[src/rtl/barrido_compuertas.sv]
// Truth-table sweeper: drives 3-input vectors into a gate stage and captures its output into tabla.
// Define BARRIDO_COMPUERTAS_VERIF_EN to build the checker that compares each table with known gate tables.
module barrido_compuertas (
    input  logic       clk,
    input  logic       rst_n,
    input  logic       inicio,
    input  logic       modo,
    input  logic [2:0] sel_ini,
    input  logic       sal,
    output logic       ent1,
    output logic       ent2,
    output logic       ent3,
    output logic [2:0] sel,
    output logic       act,
    output logic [7:0] tabla,
    output logic [2:0] tabla_sel,
    output logic       func_valida,
    output logic       ocupado,
    output logic       listo,
    output logic       error
);

    typedef enum logic [2:0] {REPOSO, APLICA, MUESTREA, ENTREGA, FIN} estado_t;

    estado_t    estado, estado_sig;
    logic [2:0] idx;
    logic [7:0] tabla_int;
    logic       modo_r;
    logic       otra_func;

    assign {ent3, ent2, ent1} = idx;
    assign otra_func = modo_r && (sel < 3'd6);

    always_ff @(posedge clk or negedge rst_n) begin
        if (!rst_n) estado <= REPOSO;
        else        estado <= estado_sig;
    end

    always_comb begin
        estado_sig  = estado;
        act         = 1'b0;
        ocupado     = 1'b1;
        func_valida = 1'b0;
        listo       = 1'b0;
        case (estado)
            REPOSO: begin
                ocupado = 1'b0;
                if (inicio) estado_sig = APLICA;
            end
            APLICA: begin
                act        = 1'b1;
                estado_sig = MUESTREA;
            end
            MUESTREA: begin
                act        = 1'b1;
                estado_sig = (idx == 3'd7) ? ENTREGA : APLICA;
            end
            ENTREGA: begin
                func_valida = 1'b1;
                estado_sig  = otra_func ? APLICA : FIN;
            end
            FIN: begin
                listo      = 1'b1;
                estado_sig = REPOSO;
            end
            default: estado_sig = REPOSO;
        endcase
    end

    always_ff @(posedge clk or negedge rst_n) begin
        if (!rst_n) begin
            idx       <= 3'd0;
            sel       <= 3'd0;
            modo_r    <= 1'b0;
            tabla_int <= 8'h00;
            tabla     <= 8'h00;
            tabla_sel <= 3'd0;
        end else begin
            case (estado)
                REPOSO: if (inicio) begin
                    idx    <= 3'd0;
                    modo_r <= modo;
                    sel    <= modo ? 3'd1 : sel_ini;
                end
                MUESTREA: begin
                    tabla_int[idx] <= sal;
                    // idx stops at 7 so it never wraps inside a function
                    if (idx != 3'd7) idx <= idx + 3'd1;
                end
                ENTREGA: begin
                    tabla     <= tabla_int;
                    tabla_sel <= sel;
                    if (otra_func) begin
                        sel <= sel + 3'd1;
                        idx <= 3'd0;
                    end
                end
                default: ;
            endcase
        end
    end

`ifdef BARRIDO_COMPUERTAS_VERIF_EN
    function automatic logic [7:0] tabla_esperada(input logic [2:0] s);
        case (s)
            3'd1:    return 8'h80;
            3'd2:    return 8'hFE;
            3'd3:    return 8'h96;
            3'd4:    return 8'h7F;
            3'd5:    return 8'h01;
            3'd6:    return 8'h69;
            default: return 8'h00;
        endcase
    endfunction

    // Sticky for the whole run; only a newly accepted start clears it
    always_ff @(posedge clk or negedge rst_n) begin
        if (!rst_n)
            error <= 1'b0;
        else if (estado == REPOSO && inicio)
            error <= 1'b0;
        else if (estado == ENTREGA && tabla_int != tabla_esperada(sel))
            error <= 1'b1;
    end
`else
    assign error = 1'b0;
`endif

endmodule
[config.mk]
export PLATFORM = sky130hd
export DESIGN_NAME = barrido_compuertas
export DESIGN_NICKNAME = d
export VERILOG_FILES = /design/src/rtl/barrido_compuertas.sv
export SDC_FILE = /design/constraint.sdc
export NUM_CORES = 1
export LEC_CHECK = 0
export CORE_ASPECT_RATIO = 1.2
export CORE_MARGIN = 3
export CORE_UTILIZATION = 38
export DETAILED_ROUTE_END_ITERATION = 10
export PLACE_DENSITY_LB_ADDON = 0.05
export SLEW_MARGIN = 5
export SYNTH_ARGS = -nofsm -noshare
export SYNTH_HDL_FRONTEND = slang
export SYNTH_SLANG_ARGS = --single-unit
[constraint.sdc]
create_clock -name clk -period 4.54 [get_ports clk]
set_input_delay 0.908 -clock clk [delete_from_list [all_inputs] [get_ports clk]]
set_output_delay 0.908 -clock clk [all_outputs]
set_load 0.005 [all_outputs]
### Word level (Yosys, flattened, before mapping)

Index checks and enable logic that the tools add are counted.

| word-level totals | value |
|---|---|
| register bits | 29 |
| output and inout bits | 22 |
| word-level logic and storage cells | 49 |

| cells by class | value |
|---|---|
| $add $sub $neg | 2 |
| order comparisons | 3 |
| equal/unequal tests | 9 |
| mux-type cells | 19 |
| reductions and logical operators | 9 |

Operators with widths:

| operator | number |
|---|---|
| 3-bit 2-to-1 mux | 8 |
| 3-bit one-hot mux with 4 select lines | 1 |
| 3-bit one-hot mux with 3 select lines | 1 |
| 8-bit bitwise mux | 1 |
| 3-bit by 1-bit adder with 3-bit output (second input constant) | 2 |
| 3-bit by 2-bit equality test with 1-bit output (second input constant) | 2 |
| 3-bit equality test (second input constant) | 2 |
| 2-bit inequality test (second input constant) | 3 |
| 3-bit one-hot mux with 2 select lines | 1 |
| 1-bit 2-to-1 mux | 5 |
| 3-bit by 4-bit < comparator with 1-bit output (second input constant) | 1 |
| 4-bit AND reduction | 1 |
| 1-bit demux with 3-bit select | 1 |
| 3-bit by 1-bit equality test with 1-bit output (second input constant) | 1 |
| 3-bit by 1-bit greater-or-equal comparator with 1-bit output (second input constant) | 1 |
| 3-bit logical NOT | 1 |
| 3-bit < comparator (second input constant) | 1 |
| 3-bit inequality test (second input constant) | 1 |
| 3-bit AND reduction | 1 |
| 3-bit nonzero test | 1 |
| 1-bit logical AND | 2 |
| 2-bit 2-to-1 mux | 1 |
| 2-bit AND reduction | 1 |
| 2-bit nonzero test | 1 |
| 2-bit OR reduction | 1 |

### Logic depth before layout (Yosys ltp)

| logic depth | value |
|---|---|
| depth in word-level cells | 5 |
| mapped depth | 5 |
| mapped depth without buffers | 5 |

### Worst setup path after synthesis

Ideal clock, no wire load.

| timing | value |
|---|---|
| path kind | register to output |
| start | reg estado[0] |
| end | out ocupado |
| arrival time | 974 ps |
| path slack | 2658 ps |
| cell stages (with the launch flop) | 3 |
| path through | dfrtp_1 -> buf_2 -> or3_1 |

| between the ends | value |
|---|---|
| longest elaborated chain between the ends | 2 |

RTL lines:

| element | RTL line | source |
|---|---|---|
| start, declared | 25 | `estado_t estado, estado_sig;` |
| start signal, assigned | 36 | `else estado <= estado_sig;` |
| 3-bit logical NOT | 45 | `case (estado)` |
| 1-bit 2-to-1 mux | 45 |  |
| end, declared | 18 | `output logic ocupado,` |

Every way passes these cells.

### Worst setup path in the final report

| timing | value |
|---|---|
| start | reg estado[1] |
| end | out func_valida |

| between the ends | value |
|---|---|
| longest elaborated chain between the ends | 2 |

RTL lines:

| element | RTL line | source |
|---|---|---|
| 3-bit by 2-bit equality test with 1-bit output | 45 |  |
| 1-bit 2-to-1 mux | 45 |  |
| end, declared | 17 | `output logic func_valida,` |

Every way passes these cells.

==> reports/metrics.cfg <==
[place]
hpwl_um = 1970
gp_congestion = 0.729
io_buffers = 28

[clocking]
cts_resized = 0
clk_latency_ns = 0.28
hold_buffers = 0
cts_sinks = 29
ctsLongestPathBuffers = 2
post_cts_buffers = 0
clk_pin_slew_ns = 0.07
ctsHtreeMaxLevel = 2
clockRootBuffer = clkbuf_8
cts_buffers = 5
cts_tree = done

[timing]
max_freq_mhz = 364
tightest_slew_ns = 0.517
slew_headroom_pct = 65.1
finClkSkew_ns = 0.00725
min_period_over_period_pct = 60.6
tns_ns = 0
min_period_ns = 2.75
finalSetupViolCount = 0
rsz0062_at_grt = no
hold_viol = 0
drv_slew = 0

[power_and_ir_drop]
pwr-share-seq_pct = 38.5
clkPwrFrac_pct = 20.3
power.density_nw_per_um2 = 719
combPwrFrac_pct = 41.2
peakVddDrop_v = 0.000334
leakagePower_nw = 0.785
p_sw_share_pct = 32.5
internal_power_uw = 901
switchingPower_uw = 434

[yosys]
yosysUniqueCellTypes = 35
syn-mean-instance-area_um2 = 11.9
synth-seq-cells = 29
syn_nets = 132
synth-seq-area-share_pct = 50.6
synth_area_um2 = 1430
yosys_warnings = 0
syn_inst = 121

[die]
core_um2 = 3480
rows = 23
die-height_um = 73.3
start_util_pct = 41.2
die_x_um = 62.1
boundaryPins = 30
die-area_um2 = 4550

[detailed_routing]
drc = 0
routed_wl_um = 2810
viasPerCell = 4.89
wl_per_cell_um = 13.8
drt-initial-drc-count = 39
vias = 992
first_pass_iters = 4
ant_nets = 0

[status]
outcome = complete, no violations

[cells_and_area]
layout_commonest_cell = dfrtp_1
area_delta_synth_final_pct = 29.5
final_cell_mix = dfrtp_1 (29), clkdlybuf4s50_1 (28), mux2_2 (18)
antenna_cells = 0
nets = 163
finish.utilization_pct = 53.3
drive_gt1_share_pct = 22.9

[worst_setup_path]
slowest_stage = dfrtp_1
critPathMaxFanout = 19
cp_data_required_time_ns = 3.63
worst_setup_path_start_kind = flip-flop
regToRegStartpoint = idx[1]
slowest_delay_ns = 0.64
path_class = flip-flop to primary output
cp-startpoint = estado[1]
endpoint_kind = primary output
crit_chain = nand3b_1, buf_4, inv_1, clkdlybuf4s50_1
critPathArrivalTime_ns = 1.84

[grt]
grtUsageTotal_pct = 14.7
grt_start_max_net_pins = 30
grt_pass1_vias = 1008
grt_pass1_wl_um = 4960
antenna_found_initial = 0
gr-total-overflow = 0

[min_path]
hp-start = tabla_sel[1]
hold_path.class = flip-flop to flip-flop

[run]
cap_violations = 0

==> worst max-delay path: cells and delay by family (launching register included) <==
kind / cells / cell delay (ns)
flops: 1 / 0.64
buf+inv: 3 / 0.79
simple gates: 1 / 0.12
==> final cells by class <==
cell class / count / area, um2
clock buffer: 5 / 68.8
clock inverter: 3 / 46.3
fill: 334 / 1630
inverter: 5 / 18.8
multi-input combinational: 81 / 639
sequential: 29 / 726
tap: 50 / 62.6
timing repair buffer: 30 / 295
==> final timing paths <==
check                          endpoint  slack, ns  depth (start not counted)
setup / recovery            func_valida       1.79                          4
hold / removal             tabla_sel[1]       0.49                          2
setup reg to reg                 idx[1]       2.80                          5
hold reg to reg            tabla_sel[1]       0.49                          2
max in group asynchronous      tabla[4]       3.24                          2
min in group asynchronous      tabla[1]       1.01                          2
==> state kept, by name (all words and copies together) (netlist names) <==
| register | cells |
|---|---|
| tabla_int | 8 |
| sel | 3 |
| idx | 3 |
| modo_r | 1 |
| tabla_sel | 3 |
| estado | 3 |
| tabla | 8 |
==> logic make-up (layout without fill, tap and decap cells) <==
kind of cell	count (synthesis)	after routing	synth area share, %
simple gates	41	41	17.6
flops	29	29	50.6
mux	19	19	14.8
compound gates	17	17	9.25
buf+inv	11	43	4.80
fa+ha+maj	3	3	2.62
other cells	1	1	0.262
==> per-layer routing <==
| layer | vias up | routed length, um | GRT usage (%) | share of wire [%] |
|---|---|---|---|---|
| met5 | - | 0 | 0 | 0 |
| li1 | 485 | - | - | - |
| met1 | 477 | 1380 | 20.9 | 49 |
| met3 | 4 | 132 | 4.22 | 4.7 |
| met4 | 0 | 27 | 4.95 | 0.96 |
| met2 | 26 | 1260 | 21.3 | 45 |
==> cells in the mapped netlist <==
master / number / area, um2
a21boi_0: 1 / 7.51
nor3b_1: 1 / 7.51
nor4b_1: 1 / 8.76
o21ai_0: 1 / 5.00
a21oi_1: 4 / 20.0
mux2_2: 18 / 203
nand3_1: 2 / 10.0
buf_6: 2 / 22.5
nand2_1: 14 / 52.6
and4bb_2: 1 / 12.5
o31ai_1: 3 / 22.5
or3b_2: 1 / 8.76
nand2b_1: 4 / 25.0
nor2_1: 6 / 22.5
a2bb2oi_1: 1 / 8.76
a21o_1: 1 / 7.51
inv_1: 5 / 18.8
ha_1: 3 / 37.5
nor2b_1: 4 / 25.0
o32ai_1: 2 / 17.5
dfrtp_1: 29 / 726
or4b_4: 1 / 13.8
a21bo_2: 1 / 10.0
conb_1: 1 / 3.75
o21ba_1: 1 / 10.0
mux2i_1: 1 / 10.0
nand4_1: 1 / 6.26
or3_1: 1 / 6.26
o32ai_2: 1 / 16.3
buf_2: 1 / 5.00
buf_4: 3 / 22.5
nor4b_2: 1 / 15.0
a211oi_1: 1 / 7.51
nor4b_4: 1 / 23.8
nand3b_1: 2 / 15.0
==> power by group through the flow <==
stage	logic, mW	clock network (mW)	registers, mW
final	0.550	0.271	0.514
after global placement	0.550	0	0.512
after CTS	0.560	0.278	0.516
after floorplan	0.341	0	0.480
after global routing	0.617	0.291	0.542
after detailed placement	0.557	0	0.521
==> stage by stage <==
step	instance area [um2]	instances	worst slack (ns)	hold slack, ns	power (mW)
finish	1860	203	1.79	0.489	1.34
global route	1860	203	1.65	0.518	1.45
CTS	1860	203	1.79	0.492	1.35
detailed placement	1740	195	2.10	0.477	1.08
global placement	1740	195	2.14	0.472	1.06
floorplan	1430	121	2.66	0.471	0.821
(Power assumes the default switching activity.)
